===== src/rtl/bus_wait_ctrl_if.sv =====
// Bus-side signal bundle between the CPU/mapper side and the wait-state
// controller: registered mapper address and cycle qualifiers in, ready,
// chip selects and error reporting out.
interface bus_wait_ctrl_if;
   logic [19:0] address;
   logic        map;
   logic        rw;
   logic        io_en;
   logic        fast;
   logic        ext_ack;
   logic        ready;
   logic        ram_cs;
   logic        rom_cs;
   logic        io_cs;
   logic        ext_cs;
   logic        bus_error;
   logic        bus_error_rw;

   // CPU/mapper side: drives the cycle, observes ready and selects
   modport master (
      output address, map, rw, io_en, fast, ext_ack,
      input  ready, ram_cs, rom_cs, io_cs, ext_cs, bus_error, bus_error_rw
   );

   // Controller side
   modport slave (
      input  address, map, rw, io_en, fast, ext_ack,
      output ready, ram_cs, rom_cs, io_cs, ext_cs, bus_error, bus_error_rw
   );
endinterface


===== src/rtl/bus_wait_ctrl.sv =====
// Bus wait-state controller sitting behind the 4510 mapper.
// Decodes the registered physical address into RAM/ROM/IO/external
// regions, drives one chip select, and stretches each bus cycle with
// a per-region wait count or an external acknowledge with timeout.
// ready is derived only from registered state and the mapper's
// registered address so no loop forms through the mapper's next-address mux.
module bus_wait_ctrl #(
   parameter int unsigned RAM_WAIT    = 0,
   parameter int unsigned ROM_WAIT    = 2,
   parameter int unsigned IO_WAIT     = 1,
   parameter int unsigned EXT_TIMEOUT = 255,
   parameter int unsigned CNT_W       = 8
) (
   input  logic           clk,
   input  logic           reset,
   bus_wait_ctrl_if.slave bus
);

   localparam logic [1:0] S_IDLE = 2'b00;
   localparam logic [1:0] S_WAIT = 2'b01;
   localparam logic [1:0] S_EXT  = 2'b10;

   localparam logic [CNT_W-1:0] C_ZERO      = {CNT_W{1'b0}};
   localparam logic [CNT_W-1:0] C_ONE       = CNT_W'(1);
   localparam logic [CNT_W-1:0] C_RAM_WAIT  = CNT_W'(RAM_WAIT);
   localparam logic [CNT_W-1:0] C_ROM_WAIT  = CNT_W'(ROM_WAIT);
   localparam logic [CNT_W-1:0] C_IO_WAIT   = CNT_W'(IO_WAIT);
   localparam logic [CNT_W-1:0] C_EXT_START = CNT_W'(EXT_TIMEOUT - 1);

   logic [1:0]       r_state;
   logic [CNT_W-1:0] r_cnt;
   logic             r_bus_error;
   logic             r_bus_error_rw;

   logic             w_ram_sel;
   logic             w_rom_sel;
   logic             w_io_sel;
   logic             w_ext_sel;
   logic [CNT_W-1:0] w_wait;
   logic             w_ack;
   logic             w_ready;
   logic             w_timeout;
   logic [1:0]       w_state_nxt;
   logic [CNT_W-1:0] w_cnt_nxt;

   // Region decode; I/O window has priority and is hidden by a mapper hit
   always_comb begin
      w_ram_sel = 1'b0;
      w_rom_sel = 1'b0;
      w_io_sel  = 1'b0;
      w_ext_sel = 1'b0;
      if (bus.io_en && !bus.map && (bus.address[19:12] == 8'h0D)) begin
         w_io_sel = 1'b1;
      end else if (bus.address[19:17] == 3'b001) begin
         w_rom_sel = 1'b1;
      end else if (bus.address[19:17] == 3'b000) begin
         w_ram_sel = 1'b1;
      end else begin
         w_ext_sel = 1'b1;
      end
   end

   // Wait count for the decoded region; fast collapses RAM/ROM waits
   always_comb begin
      w_wait = C_ZERO;
      if (w_io_sel) begin
         w_wait = C_IO_WAIT;
      end else if (w_rom_sel) begin
         w_wait = bus.fast ? C_ZERO : C_ROM_WAIT;
      end else if (w_ram_sel) begin
         w_wait = bus.fast ? C_ZERO : C_RAM_WAIT;
      end else begin
         w_wait = C_ZERO;
      end
   end

   // External acknowledge only counts while the external bus is selected
   assign w_ack = bus.ext_ack & w_ext_sel;

   // Cycle sequencer: ready, next state, counter and timeout detection
   always_comb begin
      w_ready     = 1'b0;
      w_timeout   = 1'b0;
      w_state_nxt = r_state;
      w_cnt_nxt   = r_cnt;
      case (r_state)
         S_IDLE: begin
            if (w_ext_sel) begin
               if (w_ack) begin
                  w_ready = 1'b1;
               end else begin
                  w_cnt_nxt   = C_EXT_START;
                  w_state_nxt = S_EXT;
               end
            end else if (w_wait == C_ZERO) begin
               w_ready = 1'b1;
            end else begin
               w_cnt_nxt   = w_wait - C_ONE;
               w_state_nxt = S_WAIT;
            end
         end
         S_WAIT: begin
            if (r_cnt == C_ZERO) begin
               w_ready     = 1'b1;
               w_state_nxt = S_IDLE;
            end else begin
               w_cnt_nxt = r_cnt - C_ONE;
            end
         end
         S_EXT: begin
            // ack wins over a simultaneous expiry, so no error in that case
            if (w_ack) begin
               w_ready     = 1'b1;
               w_state_nxt = S_IDLE;
            end else if (r_cnt == C_ZERO) begin
               w_ready     = 1'b1;
               w_timeout   = 1'b1;
               w_state_nxt = S_IDLE;
            end else begin
               w_cnt_nxt = r_cnt - C_ONE;
            end
         end
         default: begin
            w_state_nxt = S_IDLE;
            w_cnt_nxt   = C_ZERO;
         end
      endcase
   end

   // State, counter and error pulse registers
   always_ff @(posedge clk or posedge reset) begin
      if (reset) begin
         r_state        <= S_IDLE;
         r_cnt          <= C_ZERO;
         r_bus_error    <= 1'b0;
         r_bus_error_rw <= 1'b0;
      end else begin
         r_state     <= w_state_nxt;
         r_cnt       <= w_cnt_nxt;
         r_bus_error <= w_timeout;
         if (w_timeout) begin
            r_bus_error_rw <= bus.rw;
         end else begin
            r_bus_error_rw <= r_bus_error_rw;
         end
      end
   end

   // ready is held low while reset is applied
   assign bus.ready        = w_ready & ~reset;
   assign bus.ram_cs       = w_ram_sel;
   assign bus.rom_cs       = w_rom_sel;
   assign bus.io_cs        = w_io_sel;
   assign bus.ext_cs       = w_ext_sel;
   assign bus.bus_error    = r_bus_error;
   assign bus.bus_error_rw = r_bus_error_rw;

endmodule


===== src/flat_wrapper.sv =====
// flat-port wrapper written by rule: the top's interface ports become plain ports
module bus_wait_ctrl_flat 
#(
   parameter int unsigned RAM_WAIT    = 0,
   parameter int unsigned ROM_WAIT    = 2,
   parameter int unsigned IO_WAIT     = 1,
   parameter int unsigned EXT_TIMEOUT = 255,
   parameter int unsigned CNT_W       = 8
)
  (clk, reset, bus_address, bus_map, bus_rw, bus_io_en, bus_fast, bus_ext_ack, bus_ready, bus_ram_cs, bus_rom_cs, bus_io_cs, bus_ext_cs, bus_bus_error, bus_bus_error_rw);
  bus_wait_ctrl_if bus_i ();
  input  logic clk;
  input  logic reset;
  input wire logic [$bits(bus_i.address)-1:0] bus_address;
  input wire logic [$bits(bus_i.map)-1:0] bus_map;
  input wire logic [$bits(bus_i.rw)-1:0] bus_rw;
  input wire logic [$bits(bus_i.io_en)-1:0] bus_io_en;
  input wire logic [$bits(bus_i.fast)-1:0] bus_fast;
  input wire logic [$bits(bus_i.ext_ack)-1:0] bus_ext_ack;
  output wire logic [$bits(bus_i.ready)-1:0] bus_ready;
  output wire logic [$bits(bus_i.ram_cs)-1:0] bus_ram_cs;
  output wire logic [$bits(bus_i.rom_cs)-1:0] bus_rom_cs;
  output wire logic [$bits(bus_i.io_cs)-1:0] bus_io_cs;
  output wire logic [$bits(bus_i.ext_cs)-1:0] bus_ext_cs;
  output wire logic [$bits(bus_i.bus_error)-1:0] bus_bus_error;
  output wire logic [$bits(bus_i.bus_error_rw)-1:0] bus_bus_error_rw;
  assign bus_i.address = bus_address;
  assign bus_i.map = bus_map;
  assign bus_i.rw = bus_rw;
  assign bus_i.io_en = bus_io_en;
  assign bus_i.fast = bus_fast;
  assign bus_i.ext_ack = bus_ext_ack;
  assign bus_ready = bus_i.ready;
  assign bus_ram_cs = bus_i.ram_cs;
  assign bus_rom_cs = bus_i.rom_cs;
  assign bus_io_cs = bus_i.io_cs;
  assign bus_ext_cs = bus_i.ext_cs;
  assign bus_bus_error = bus_i.bus_error;
  assign bus_bus_error_rw = bus_i.bus_error_rw;
  bus_wait_ctrl #(.RAM_WAIT(RAM_WAIT), .ROM_WAIT(ROM_WAIT), .IO_WAIT(IO_WAIT), .EXT_TIMEOUT(EXT_TIMEOUT), .CNT_W(CNT_W)) u_core (.clk(clk), .reset(reset), .bus(bus_i));
endmodule

===== config.mk =====
export PLATFORM = sky130hd
export DESIGN_NAME = bus_wait_ctrl_flat
export DESIGN_NICKNAME = d
export VERILOG_FILES = /design/src/rtl/bus_wait_ctrl_if.sv /design/src/rtl/bus_wait_ctrl.sv /design/src/flat_wrapper.sv
export SDC_FILE = /design/constraint.sdc
export NUM_CORES = 1
export LEC_CHECK = 0
export ABC_AREA = 1
export ABC_CLOCK_PERIOD_IN_PS = 1850
export CAP_MARGIN = 20
export CORE_UTILIZATION = 62
export DETAILED_ROUTE_END_ITERATION = 10
export DONT_BUFFER_PORTS = 1
export PLACE_DENSITY = 0.78
export SYNTH_ARGS = -nofsm -noshare
export SYNTH_HDL_FRONTEND = slang
export SYNTH_SLANG_ARGS = --single-unit

===== constraint.sdc =====
create_clock -name clk -period 1.85 [get_ports clk]
set_clock_uncertainty 0.15 [all_clocks]
set_input_delay 0.185 -clock clk [delete_from_list [all_inputs] [get_ports clk]]
set_output_delay 0.185 -clock clk [all_outputs]
set_load 0.005 [all_outputs]

# Word-level counts from Yosys, hierarchy flattened
# Index checks and enable logic that the tools add are counted.
[classes]
n_addsub = 2
eq_ne = 7
mux = 32
bitwise = 3
reduce_logical = 9
[ops]
columns = ["cell", "count"]
rows = [
  ["$mux W8", 7],
  ["$pmux W8 S3", 1],
  ["$logic_not A8 Y1", 2],
  ["$mux W1", 16],
  ["$sub A8 B1 Y8 const B", 2],
  ["$mux W2", 6],
  ["$eq A8 B4 Y1 const B", 1],
  ["$pmux W2 S3", 1],
  ["$eq A3 B1 Y1 const B", 1],
  ["$logic_not A3 Y1", 1],
  ["$ne A3 B2 Y1 const B", 1],
  ["$ne A3 B3 Y1 const B", 1],
  ["$pmux W1 S3", 1],
  ["$reduce_and A3 Y1", 1],
  ["$and A1 B1 Y1", 2],
  ["$eq A2 B1 Y1 const B", 1],
  ["$eq A2 B2 Y1 const B", 1],
  ["$logic_and A1 B1 Y1", 2],
  ["$logic_not A2 Y1", 1],
  ["$ne A2 B2 Y1 const B", 1],
  ["$reduce_and A2 Y1", 1],
  ["$logic_not A1 Y1", 1],
  ["$not A1 Y1", 1],
]
[word_totals]
regBits = 12
input_bits = 27
out_inout_bits = 7
wordCells = 57

# Depth between registers and ports, before layout
# Gate-level depths: netlist (run 1).
[logic_depth]
ltp_word = 11
ltp_mapped = 9
mapped_depth_nobuf = 9

# Least setup slack after synthesis (run 1)
# OpenSTA, ideal clock, no wires.
[synth_timing]
path_type = "flip-flop to flip-flop"
from = "register u_core.r_state[0]"
to = "register u_core.r_cnt[2]"
setup_ns = 0.118
t_arrival_ns = 1.434
t_required_ns = 1.582
path_slack_ns = 0.148
path_stages_with_launch = 9
n_path_buf = 2
synth_period_minus_slack_ns = 1.702
path_cell_list = "dfrtp_1 > inv_1 > ha_1 > buf_2 > a21oi_4 > nand2_8 > buf_12 > nand2_1 > o21ai_2"
[synth_via]
elab_chain_len = 3
elab_cells_between_ends = 8
classes_between = "5 x eq/ne; 1 x mux; 2 x reduce/logical"
[synth_rtl]
columns = ["element", "line", "text"]
rows = [
  ["from (decl)", "bus_wait_ctrl.sv:30", "logic [1:0] r_state;"],
  ["from (signal assigned)", "bus_wait_ctrl.sv:138", "r_state <= w_state_nxt;"],
  ["$eq A2 B2 Y1 or $logic_not A2 Y1 (tied branches)", "bus_wait_ctrl.sv:86", "case (r_state)"],
  ["$ne A2 B2 Y1 (no source line) (tied with other cells)", "--", ""],
  ["$reduce_and A3 Y1 (no source line)", "--", ""],
  ["to (signal assigned)", "bus_wait_ctrl.sv:139", "r_cnt <= w_cnt_nxt;"],
  ["to (decl)", "bus_wait_ctrl.sv:31", "logic [CNT_W-1:0] r_cnt;"],
]
# Parallel ways exist; a longest one is shown, timed or not.
# A chain may end at the register's enable or synchronous reset.

# Worst setup path in the final report (run 1)
[layout_timing]
from = "register u_core.r_state[1]"
to = "output port bus_ready"
[layout_via]
elab_chain_len = 3
elab_cells_between_ends = 5
classes_between = "2 x eq/ne; 1 x mux; 1 x bitwise; 1 x reduce/logical"
[layout_rtl]
columns = ["element", "line", "text"]
rows = [
  ["$eq A2 B2 Y1 (tied with other cells)", "bus_wait_ctrl.sv:86", ""],
  ["$pmux W1 S3 (*)", "bus_wait_ctrl.sv:86", ""],
  ["$and A1 B1 Y1 (*)", "bus_wait_ctrl.sv:150", "assign bus.ready = w_ready & ~reset;"],
  ["to (decl)", "flat_wrapper.sv:20", "output wire logic [$bits(bus_i.ready)-1:0] bus_ready;"],
]
# Every way passes the cells marked *; elsewhere a longest branch is shown, timed or not.

==> results of run 1 <==
power by group through the flow:
| stage | clock, mW | sequential, mW | combinational (mW) |
|---|---|---|---|
| detailed placement | 0 | 0.549 | 1.31 |
| floorplan | 0 | 0.509 | 1.13 |
| CTS | 0.203 | 0.544 | 1.32 |
| global placement | 0 | 0.540 | 1.25 |
| global route | 0.214 | 0.581 | 1.61 |
| finish | 0.198 | 0.562 | 1.42 |
worst max path at each step:
stage	end	from	slack (ns)
global placement	u_core.r_cnt[2]	u_core.r_state[0]	0.27
detailed placement	u_core.r_cnt[2]	u_core.r_cnt[0]	0.23
CTS	bus_ready	u_core.r_state[0]	0.003
global route	bus_ready	u_core.r_cnt[0]	-0.01
floorplan	u_core.r_cnt[2]	u_core.r_state[0]	0.15
finish	bus_ready	u_core.r_state[1]	0.08
cells in the final DEF (no fill, tap or decap), drive strengths merged:
| master | n |
|---|---|
| dfrtp | 12 |
| nor3 | 1 |
| o21ai | 12 |
| buf | 8 |
| o22ai | 1 |
| nand2 | 52 |
| a21oi | 3 |
| clkbuf | 4 |
| nand4 | 3 |
| ha | 5 |
| nor2 | 19 |
| dlygate4sd3 | 2 |
| clkinv | 3 |
| nand3 | 16 |
| o21bai | 1 |
| inv | 26 |
final cells by class:
type,instances,area [sq um]
Clock buffer,4,36.3
Timing Repair Buffer,10,80.1
Multi-Input combinational cell,113,664
Inverter,29,109
Sequential cell,12,302
Tap cell,16,20.0
Fill cell,108,365
logic make-up after synthesis:
group / share of synthesized area [%]
adders and majority gates: 5.77
buffers and inverters: 12.7
DFF: 27.7
and+or+nand+nor: 41.9
AOI/OAI and AO/OA: 12.0
metal layers:
layer	share of wire [%]	wire length (um)
met1	44	1010
met2	50	1150
met3	4.7	107
met4	0.57	13
met5	0	0
flip-flops by register name, summed over array words and instances (netlist names):
| register | cells |
|---|---|
| u_core.bus.bus_error_rw | 1 |
| u_core.r_cnt | 8 |
| u_core.r_state | 2 |
| u_core.bus.bus_error | 1 |
Yosys cell counts:
master | number | area share (%)
o21bai_1 | 1 | 0.69
inv_2 | 4 | 1.4
nor2_1 | 12 | 4.2
ha_1 | 5 | 5.8
nand2_2 | 7 | 4.0
o21ai_2 | 8 | 6.5
inv_1 | 22 | 7.6
o22ai_1 | 1 | 0.58
nor2_4 | 1 | 1.0
a21oi_4 | 1 | 1.5
nand3_1 | 15 | 6.9
o21ai_0 | 2 | 0.92
nand4_4 | 1 | 2.0
dfrtp_1 | 12 | 28
o21ai_1 | 2 | 0.92
nand2_4 | 1 | 1.0
nand3_2 | 1 | 0.92
clkbuf_1 | 1 | 0.35
clkinv_1 | 3 | 1.0
nand4_1 | 2 | 1.2
nand2_1 | 43 | 15
nor2_2 | 6 | 3.5
buf_12 | 1 | 1.8
nor3_1 | 1 | 0.46
a21oi_1 | 2 | 0.92
buf_2 | 1 | 0.46
nand2_8 | 1 | 1.8
per-stage QoR:
| step | hold slack (ns) | utilization, % |
|---|---|---|
| 6_report | 0.0887 | 76.8 |
| 3_3_place_gp | -0.0801 | 69.7 |
| 3_5_place_dp | -0.0756 | 69.7 |
| 2_1_floorplan | -0.0921 | - |
| 4_1_cts | 0.0880 | 73.7 |
| 5_1_grt | 0.111 | 76.8 |
critical path: cells and delay by family (launching register included):
| family | cells | cell delay [ns] |
|---|---|---|
| buffers and inverters | 1 | 0.13 |
| AND/OR/NAND/NOR | 1 | 0.18 |
| flip-flops | 1 | 0.42 |
| AO/OA/AOI/OAI | 1 | 0.21 |
| adder cells (fa/ha/maj) | 1 | 0.24 |
what timing repair did:
item / in CTS / in global routing
buffers inserted: 1 / 4
resized for setup: 0 / 8
pin swaps: 1 / 2
hold buffers: 2 / 0
setup endpoints to repair: 1 / 3
hold endpoints to repair: 13 / 0
==> metrics.csv, run 1 <==
stage;metric;value;unit
place;Placement Setup Slack;0.232;ns
power_and_ir_drop;Power Dens Cells;1800;nW/um^2
place;GP Congestion;0.815;
power_and_ir_drop;Pwr Total;2.19;mW
clocking;clk_lat worst skew;0.26;ns
setup_path;Crit. End Element;output pin;
routing;Detail Route Antenna Nets;0;
power_and_ir_drop;P_sw;1.12;mW
routing;Routed wire per std cell;12.4;um
timing;Final Hold Fails;0;
power_and_ir_drop;Reg power frac;25.7;%
worst_hold_path;Worst Hold Path Cells;5;
global_routing;first-pass GRT wire length;3840;um
setup_path;slowest CP cell;dfrtp_1;
yosys;syn_area_per_cell;6.91;sq um
global_routing;GR Overflow Total;0;
power_and_ir_drop;peak supply drop;1.30;mV
routing;final wirelength;2280;um
outcome;status;finished, violations left;
yosys;synth warn;0;
timing;fin crit share;95.7;%
worst_hold_path;hold wc startpoint;bus_address[19];
setup_path;slowest stage delay, CP;0.42;ns
clocking;root buffer cell;clkbuf_4;
floorplan;Core Footprint;1580;sq um
floorplan;initial core utilization;68.8;%
clocking;# clock sinks;12;
setup_path;startpoint types;register;
global_routing;met1 Track Usage GR;35.1;%
global_routing;Tot GR Track Use;26.4;%
timing;Final Worst Setup Slack;0.0801;ns
timing;Slew HR;78.7;%
timing;minimum clock period;1.77;ns
setup_path;crit path cell chain;inv_1, ha_2, nand4_4, a21oi_1;
setup_path;Arrival @ worst endpoint;1.43;ns
floorplan;DIE HEIGHT;43.8;um
cells_and_area;antenna cells;0;
power_and_ir_drop;Leak;0.638;nW
clocking;cts bufs inserted;3;
setup_path;Required @ worst endpoint;1.51;ns
run;max cap viols;0;
yosys;sequential cell area fraction in the yosys report;27.7;%
yosys;syn_nets;189;
yosys;post-synthesis cell area;1080;sq um
routing;drt pass-1 iters;7;
floorplan;die width;43.8;um
worst_hold_path;Min-Delay Path Class;in2reg;
clocking;CTS max path bufs;2;
clocking;CTS H-tree depth;1;
global_routing;met3 Usage GRT;2.92;%
place;DP Cell Count;173;
cells_and_area;proportion of layout cells with a drive suffix above 1;29.2;%
setup_path;RR Endpoint;u_core.r_cnt[2];
outcome;failing checks;design-rule violations;
global_routing;number of global-route vias before repair;941;
clocking;Clock transition at path regs;0.07;ns
routing;Iteration-0 DRC Markers;39;
timing;Least-Margin Pin Slew;0.319;ns
cells_and_area;Area Overhead vs Synth;11.6;%
place;port buffer count;0;
cells_and_area;final std cells w/o fill;184;
cells_and_area;fin nets;201;
setup_path;critical path peak fanout;5;
yosys;Yosys reg bits;12;
yosys;Synth cell types;27;
routing;drt via density;5.40;
power_and_ir_drop;sw frac;51.2;%
power_and_ir_drop;internal power;1.07;mW
floorplan;# rows;14;
setup_path;kind of critical path;reg2out;
setup_path;reg2reg setup slack;0.14;ns
power_and_ir_drop;Clock Power Share;9.1;%
yosys;Post-Syn Instances;157;
routing;DRC;3;
routing;Vias;994;
worst_hold_path;Hold Path End;u_core.r_state[0];
floorplan;die area;1920;sq um
global_routing;largest net degree at the start of global routing;17;
setup_path;Reg2Reg Depth;9;
global_routing;GRT Max-Usage Layer;met2;
cells_and_area;fin area;1210;sq um
global_routing;met2 usage;46.3;%
timing;final setup violation count;0;
floorplan;IO Count;34;
global_routing;initial antenna violation count;0;
power_and_ir_drop;Gate power share;65.2;%
place;DPL Wire Length;1660;um
clocking;CTS tree;built;
timing;fmax;565;MHz
timing;Max Slew Vio Count;0;
setup_path;beginning of the worst register-to-register path;u_core.r_state[0];
timing;Setup Total Neg Slack;0;ns
place;placed cell area;1100;sq um
Note: power is estimated with default switching activity, not from simulation.
==> run 2, diff against run 1 <==
- ABC_CLOCK_PERIOD_IN_PS: 1850 -> 1800
- PLACE_DENSITY: 0.78 -> 0.8
- clock period: 1.85 -> 1.8 ns (I/O delays scaled with it)
==> run 2 against run 1 <==
The flow still finishes with violations (design-rule violations). Register-to-register slack worse by 0.07 ns. Sequential power is 3.6% higher. Routed wire length is 2.4% higher. Die area stayed put. First-iteration DRC count is 51% lower. Critical path depth is 5 higher. Final area is 2.7% higher. Flip-flop and latch count stayed put. Largest power group unchanged.
==> metrics.csv, run 2 (synthesized netlist as in run 1, its figures left out) <==
stage;metric;value;unit;change
cells_and_area;Top Registers;u_core.r_cnt: 8 flops, u_core.r_state: 2 flops;;
place;Placement Setup Slack;0.184;ns;-0.0475 ns
power_and_ir_drop;P_sw;1.17;mW;+5.0%
cells_and_area;fin area;1240;sq um;+2.7%
global_routing;number of global-route vias before repair;871;;-7.4%
cells_and_area;proportion of layout cells with a drive suffix above 1;33.9;%;+4.8 points
power_and_ir_drop;Leak;0.657;nW;+3.1%
power_and_ir_drop;sw frac;51.3;%;about the same
clocking;CTS tree;built;;
routing;Detail Route Antenna Nets;0;;unchanged
clocking;clk_lat worst skew;0.26;ns;about the same
cells_and_area;Area Overhead vs Synth;14.6;%;
cells_and_area;most common cell after layout, fill and taps aside;nand2_1;;
floorplan;IO Count;34;;unchanged
cells_and_area;max reg flops;8;;unchanged
power_and_ir_drop;Gate power share;67.8;%;+2.6 points
global_routing;initial antenna violation count;0;;unchanged
floorplan;DIE HEIGHT;43.8;um;unchanged
cells_and_area;commonest cells after routing, fill and taps aside;43 x nand2_1, 18 x inv_1, 14 x nand3_1;;
cells_and_area;fin nets;205;;+2.0%
outcome;failing checks;design-rule violations;;
clocking;cts bufs inserted;3;;unchanged
setup_path;startpoint types;register;;
routing;drt pass-1 iters;7;;unchanged
place;placed cell area;1100;sq um;unchanged
power_and_ir_drop;Reg power frac;25.4;%;-0.3 points
global_routing;first-pass GRT wire length;3470;um;-9.5%
power_and_ir_drop;peak supply drop;1.19;mV;-8.7%
timing;Max Slew Vio Count;0;;unchanged
cells_and_area;Largest Register;u_core.r_cnt;;
floorplan;initial core utilization;68.8;%;unchanged
setup_path;critical path peak fanout;16;;+11
timing;fin crit share;95.9;%;
floorplan;die width;43.8;um;unchanged
power_and_ir_drop;Clock Power Share;6.8;%;-2.3 points
clocking;Clock transition at path regs;0.07;ns;about the same
routing;Vias;1033;;+3.9%
outcome;status;finished, violations left;;
floorplan;Core Footprint;1580;sq um;unchanged
power_and_ir_drop;internal power;1.12;mW;+4.8%
timing;final setup violation count;0;;unchanged
floorplan;# rows;14;;unchanged
routing;DRC;3;;unchanged
setup_path;Arrival @ worst endpoint;1.73;ns;+0.30 ns
setup_path;Crit. End Element;register;;
clocking;CTS max path bufs;2;;unchanged
floorplan;die area;1920;sq um;unchanged
routing;drt via density;5.52;;+2.3%
timing;Final Hold Fails;0;;unchanged
routing;Routed wire per std cell;12.5;um;+0.77%
cells_and_area;FF+latch area;303;sq um;+0.41%
power_and_ir_drop;Power Dens Cells;1840;nW/um^2;+2.2%
timing;fmax;579;MHz;
routing;final wirelength;2330;um;+2.4%
timing;minimum clock period;1.73;ns;
timing;Least-Margin Pin Slew;0.292;ns;-0.0268 ns
setup_path;kind of critical path;reg2reg;;
place;GP Congestion;0.773;;-5.2%
cells_and_area;final std cells w/o fill;187;;+1.6%
worst_hold_path;Min-Delay Path Class;in2reg;;
routing;Iteration-0 DRC Markers;19;;-51%
cells_and_area;fillers;120;;+11%
timing;Final Worst Setup Slack;0.0738;ns;-0.00624 ns
place;DP Cell Count;173;;unchanged
clocking;root buffer cell;clkbuf_4;;
setup_path;Required @ worst endpoint;1.80;ns;+0.29 ns
cells_and_area;antenna cells;0;;unchanged
run;max cap viols;0;;unchanged
place;DPL Wire Length;1550;um;-6.6%
global_routing;Tot GR Track Use;24.5;%;-2.0 points
timing;Slew HR;80.5;%;+1.7 points
clocking;# clock sinks;12;;unchanged
clocking;CTS H-tree depth;1;;unchanged
global_routing;largest net degree at the start of global routing;17;;unchanged
place;port buffer count;0;;unchanged
cells_and_area;multi-input logic area;679;sq um;+2.3%
global_routing;GR Overflow Total;0;;unchanged
[run 2: cell count changes in the layout (fill, tap and decap cells not counted)]
| cell | change |
|---|---|
| inv_1 | -2 |
| dfrtp_1 | -1 |
| o22ai_2 | +1 |
| nand3_1 | -1 |
| o22ai_1 | -1 |
| nand3_2 | +1 |
| a21oi_1 | -1 |
| dfrtp_2 | +1 |
| a21oi_2 | +1 |
| inv_2 | +2 |
| clkbuf_8 | -1 |
| buf_4 | +4 |
[run 2: worst paths after layout]
kind	from	to	slack [ns]	cells past startpoint
max	u_core.r_state[0]	u_core.r_cnt[2]	0.07	9
min	bus_address[18]	u_core.r_cnt[0]	0.09	5
max reg2reg	u_core.r_state[0]	u_core.r_cnt[2]	0.07	9
min reg2reg	u_core.bus.bus_error_rw	u_core.bus.bus_error_rw	0.36	2
max in group asynchronous	reset	u_core.r_cnt[5]	1.14	3
min in group asynchronous	reset	u_core.r_cnt[3]	0.20	3
[run 2: worst max-delay path, stage by stage, from the launching register on]
cell and delay (ns):
dfrtp_1 0.42, inv_2 0.07, ha_2 0.20, inv_1 0.13, nor2_4 0.05, buf_4 0.14
a21oi_4 0.17, nand2_8 0.14, nand2_1 0.11, o21ai_2 0.05
[run 2: area by class of cell]
class                   count  area share (%)
clock buffers               3            1.81
repair buffers             14            8.85
well taps                  16            1.61
multi-input cells         113            54.6
inverters                  29            8.75
flip-flops and latches     12            24.3
[run 2: per-stage QoR]
step           hold slack (ns)  TNS [ns]  total power [mW]  util (%)
4_1_cts                 0.0818         0              2.08      73.3
2_1_floorplan          -0.0971         0              1.68         -
3_5_place_dp           -0.0820         0              1.89      69.7
6_report                0.0861         0              2.29      78.9
3_3_place_gp           -0.0832         0              1.84      69.7
5_1_grt                 0.0973   -0.0509              2.51      78.9
[run 2: what timing repair did]
item / 4_1_cts / 5_1_grt
endpoints found under the setup margin: 1 / 9
gates resized for setup: 3 / 11
pin swaps: 2 / 5
hold endpoints to repair: 13 / 0
setup buffers: 1 / 8
hold buffers: 2 / 0
[run 2: power groups by stage]
stage / logic [mW] / clock network [mW] / registers [mW]
3_3_place_gp: 1.28 / 0 / 0.553
5_1_grt: 1.75 / 0.172 / 0.592
4_1_cts: 1.36 / 0.160 / 0.560
3_5_place_dp: 1.33 / 0 / 0.563
6_report: 1.55 / 0.155 / 0.582
2_1_floorplan: 1.16 / 0 / 0.523
[run 2: per-layer routing]
| metal | routed length (um) | track usage (%) | share of wire (%) |
|---|---|---|---|
| met1 | 1050 | 33.6 | 45 |
| met2 | 1120 | 39.4 | 48 |
| met3 | 113 | 2.92 | 4.8 |
| met4 | 49 | 9.38 | 2.1 |
| met5 | 0 | 0 | 0 |
==> run 3, diff against run 2 <==
- CORE_ASPECT_RATIO: unset -> 1.2
==> run 3 against run 2 <==
The flow now finishes without violations. Critical path depth decreased by 3. Setup slack worse by 0.019 ns. Maximum frequency decreased by 1.1%. Critical endpoint is now bus_ready. Register-to-register slack better by 0.06 ns. First-iteration DRC count decreased by 11%. Sequential share of layout area fell by 0.37 points. Combinational power hardly changed. Routed wire length shrank 1.2%. Via count shrank 3.4%. Count of clock-buffer cells in the layout increased by 1. Non-clock buffer count is the same. Final area rose by 1.1%.
==> metrics.csv, run 3 (synthesized netlist as in run 1, its figures left out) <==
stage;metric;value;unit;change
outcome;status;finished, final reports clean;;
setup_path;Top delay family on crit path;flip-flops;;
floorplan;die area;1920;sq um;about the same
routing;Vias;998;;-3.4%
routing;DRC;0;;-3
cells_and_area;max reg flops;8;;unchanged
clocking;CTS H-tree depth;1;;unchanged
cells_and_area;final std cells w/o fill;190;;+1.6%
cells_and_area;antenna cells;0;;unchanged
power_and_ir_drop;Leak;0.656;nW;-0.19%
timing;final setup violation count;0;;unchanged
setup_path;Reg2Reg Depth;8;;-1
routing;final wirelength;2310;um;-1.2%
timing;Slew HR;78.9;%;-1.6 points
routing;Detail Route Antenna Nets;0;;unchanged
power_and_ir_drop;Pwr Total;2.31;mW;+0.64%
routing;Iteration-0 DRC Markers;17;;-2
timing;minimum clock period;1.74;ns;+0.0188 ns
routing;drt via density;5.25;;-4.9%
routing;drt pass-1 iters;4;;-3
place;DP Cell Count;176;;+1.7%
routing;Routed wire per std cell;12.1;um;-2.7%
timing;Max Slew Vio Count;0;;unchanged
setup_path;RR Endpoint;u_core.r_cnt[2];;
cells_and_area;fin area;1260;sq um;+1.1%
setup_path;kind of critical path;reg2out;;
setup_path;Crit path buffers/inverters;2;;-1
cells_and_area;most common cell after layout, fill and taps aside;nand2_1;;
global_routing;GR Overflow Total;0;;unchanged
place;Placement Setup Slack;0.179;ns;-0.00540 ns
floorplan;# rows;16;;+2
worst_hold_path;hold wc startpoint;bus_address[18];;
floorplan;initial core utilization;66.1;%;-2.7 points
run;max cap viols;0;;unchanged
global_routing;Tot GR Track Use;25.4;%;+0.97 points
setup_path;crit path to;bus_ready;;
cells_and_area;proportion of layout cells with a drive suffix above 1;32.6;%;-1.4 points
worst_hold_path;Min-Delay Path Class;in2reg;;
timing;Final Hold Fails;0;;unchanged
timing;Least-Margin Pin Slew;0.316;ns;+0.0237 ns
place;port buffer count;0;;unchanged
setup_path;Crit. End Element;output pin;;
global_routing;first-pass GRT wire length;3320;um;-4.4%
cells_and_area;Util after Layout;76.6;%;-2.3 points
place;GP Congestion;0.736;;-4.8%
setup_path;Arrival @ worst endpoint;1.41;ns;-0.32 ns
setup_path;slowest stage delay, CP;0.40;ns;-0.02 ns
floorplan;die width;40.2;um;-8.3%
setup_path;reg2reg setup slack;0.13;ns;+0.06 ns
setup_path;startpoint types;register;;
power_and_ir_drop;peak supply drop;1.10;mV;-7.5%
global_routing;initial antenna violation count;0;;unchanged
timing;Final Worst Setup Slack;0.0551;ns;-0.0188 ns
cells_and_area;commonest cells after routing, fill and taps aside;43 x nand2_1, 19 x inv_1, 14 x nand3_1;;
clocking;# clock sinks;12;;unchanged
cells_and_area;fin nets;205;;unchanged
setup_path;CP startpoint;u_core.r_state[0];;
floorplan;IO Count;34;;unchanged
timing;WHS;0.0615;ns;-0.0246 ns
clocking;root buffer cell;clkbuf_4;;
place;placed cell area;1110;sq um;+0.91%
timing;Setup Total Neg Slack;0;ns;unchanged
global_routing;largest net degree at the start of global routing;17;;unchanged
setup_path;beginning of the worst register-to-register path;u_core.r_state[1];;
setup_path;Required @ worst endpoint;1.47;ns;-0.33 ns
clocking;clk_lat worst skew;0.27;ns;about the same
timing;fin crit share;96.9;%;+1.0 points
setup_path;critical path peak fanout;3;;-13
floorplan;DIE HEIGHT;47.8;um;+9.1%
clocking;Clock transition at path regs;0.08;ns;about the same
floorplan;Core Footprint;1640;sq um;+4.1%
clocking;CTS tree;built;;
timing;fmax;573;MHz;-1.1%
setup_path;Critical Path Stages;6;;-3
cells_and_area;Area Overhead vs Synth;15.9;%;
setup_path;slowest CP cell;dfrtp_1;;
global_routing;number of global-route vias before repair;866;;-0.57%
clocking;cts bufs inserted;3;;unchanged
cells_and_area;Largest Register;u_core.r_cnt;;
power_and_ir_drop;Power Dens Cells;1830;nW/um^2;-0.46%
cells_and_area;Top Registers;u_core.r_cnt: 8 flops, u_core.r_state: 2 flops;;
setup_path;crit path cell chain;inv_2, ha_2, inv_1, nor2_4, o22ai_1, a21oi_2;;
place;DPL Wire Length;1690;um;+9.0%
clocking;CTS max path bufs;2;;unchanged
[run 3: per-layer routing]
metal  vias to the layer above  global-route usage [%]  routed length (um)
met3                         4                    5.58                  77
met4                         0                    14.0                  28
met1                       453                    27.1                 913
met5                         -                       0                   0
met2                        22                    45.5                1290
li1                        519                       -                   -
[run 3: report_power, final]
part           internal (mW)  switching [mW]
clock                  0.123          0.0928
sequential             0.405           0.165
combinational          0.629           0.893
[run 3: tightest hold or removal path, stage by stage]
cell and delay (ns):
nor2_2 0.04, nand3_1 0.07, nand2_1 0.05, nand2_1 0.07
o21ai_2 0.05
[run 3: worst min-delay path by stage]
| stage | to | cells after the start |
|---|---|---|
| after floorplan | u_core.bus.bus_error | 1 |
| after global placement | u_core.bus.bus_error | 2 |
| after detailed placement | u_core.bus.bus_error | 2 |
| after CTS | u_core.r_cnt[0] | 5 |
| after global routing | u_core.r_cnt[0] | 5 |
| final | u_core.r_cnt[0] | 5 |
[run 3: final cells by class]
| class | count | area, sq um |
|---|---|---|
| Multi-Input combinational cell | 113 | 678 |
| Fill cell | 113 | 384 |
| Sequential cell | 12 | 302 |
| Timing Repair Buffer | 14 | 110 |
| Inverter | 29 | 109 |
| Clock buffer | 4 | 36.3 |
| Tap cell | 18 | 22.5 |
[run 3: timing repair]
item | in CTS | in global routing
setup buffers | 3 | 5
setup endpoints to repair | 1 | 1
pin swaps | 3 | 3
resized for setup | 6 | 6
endpoints found under the hold margin | 13 | 0
hold buffers | 2 | 0
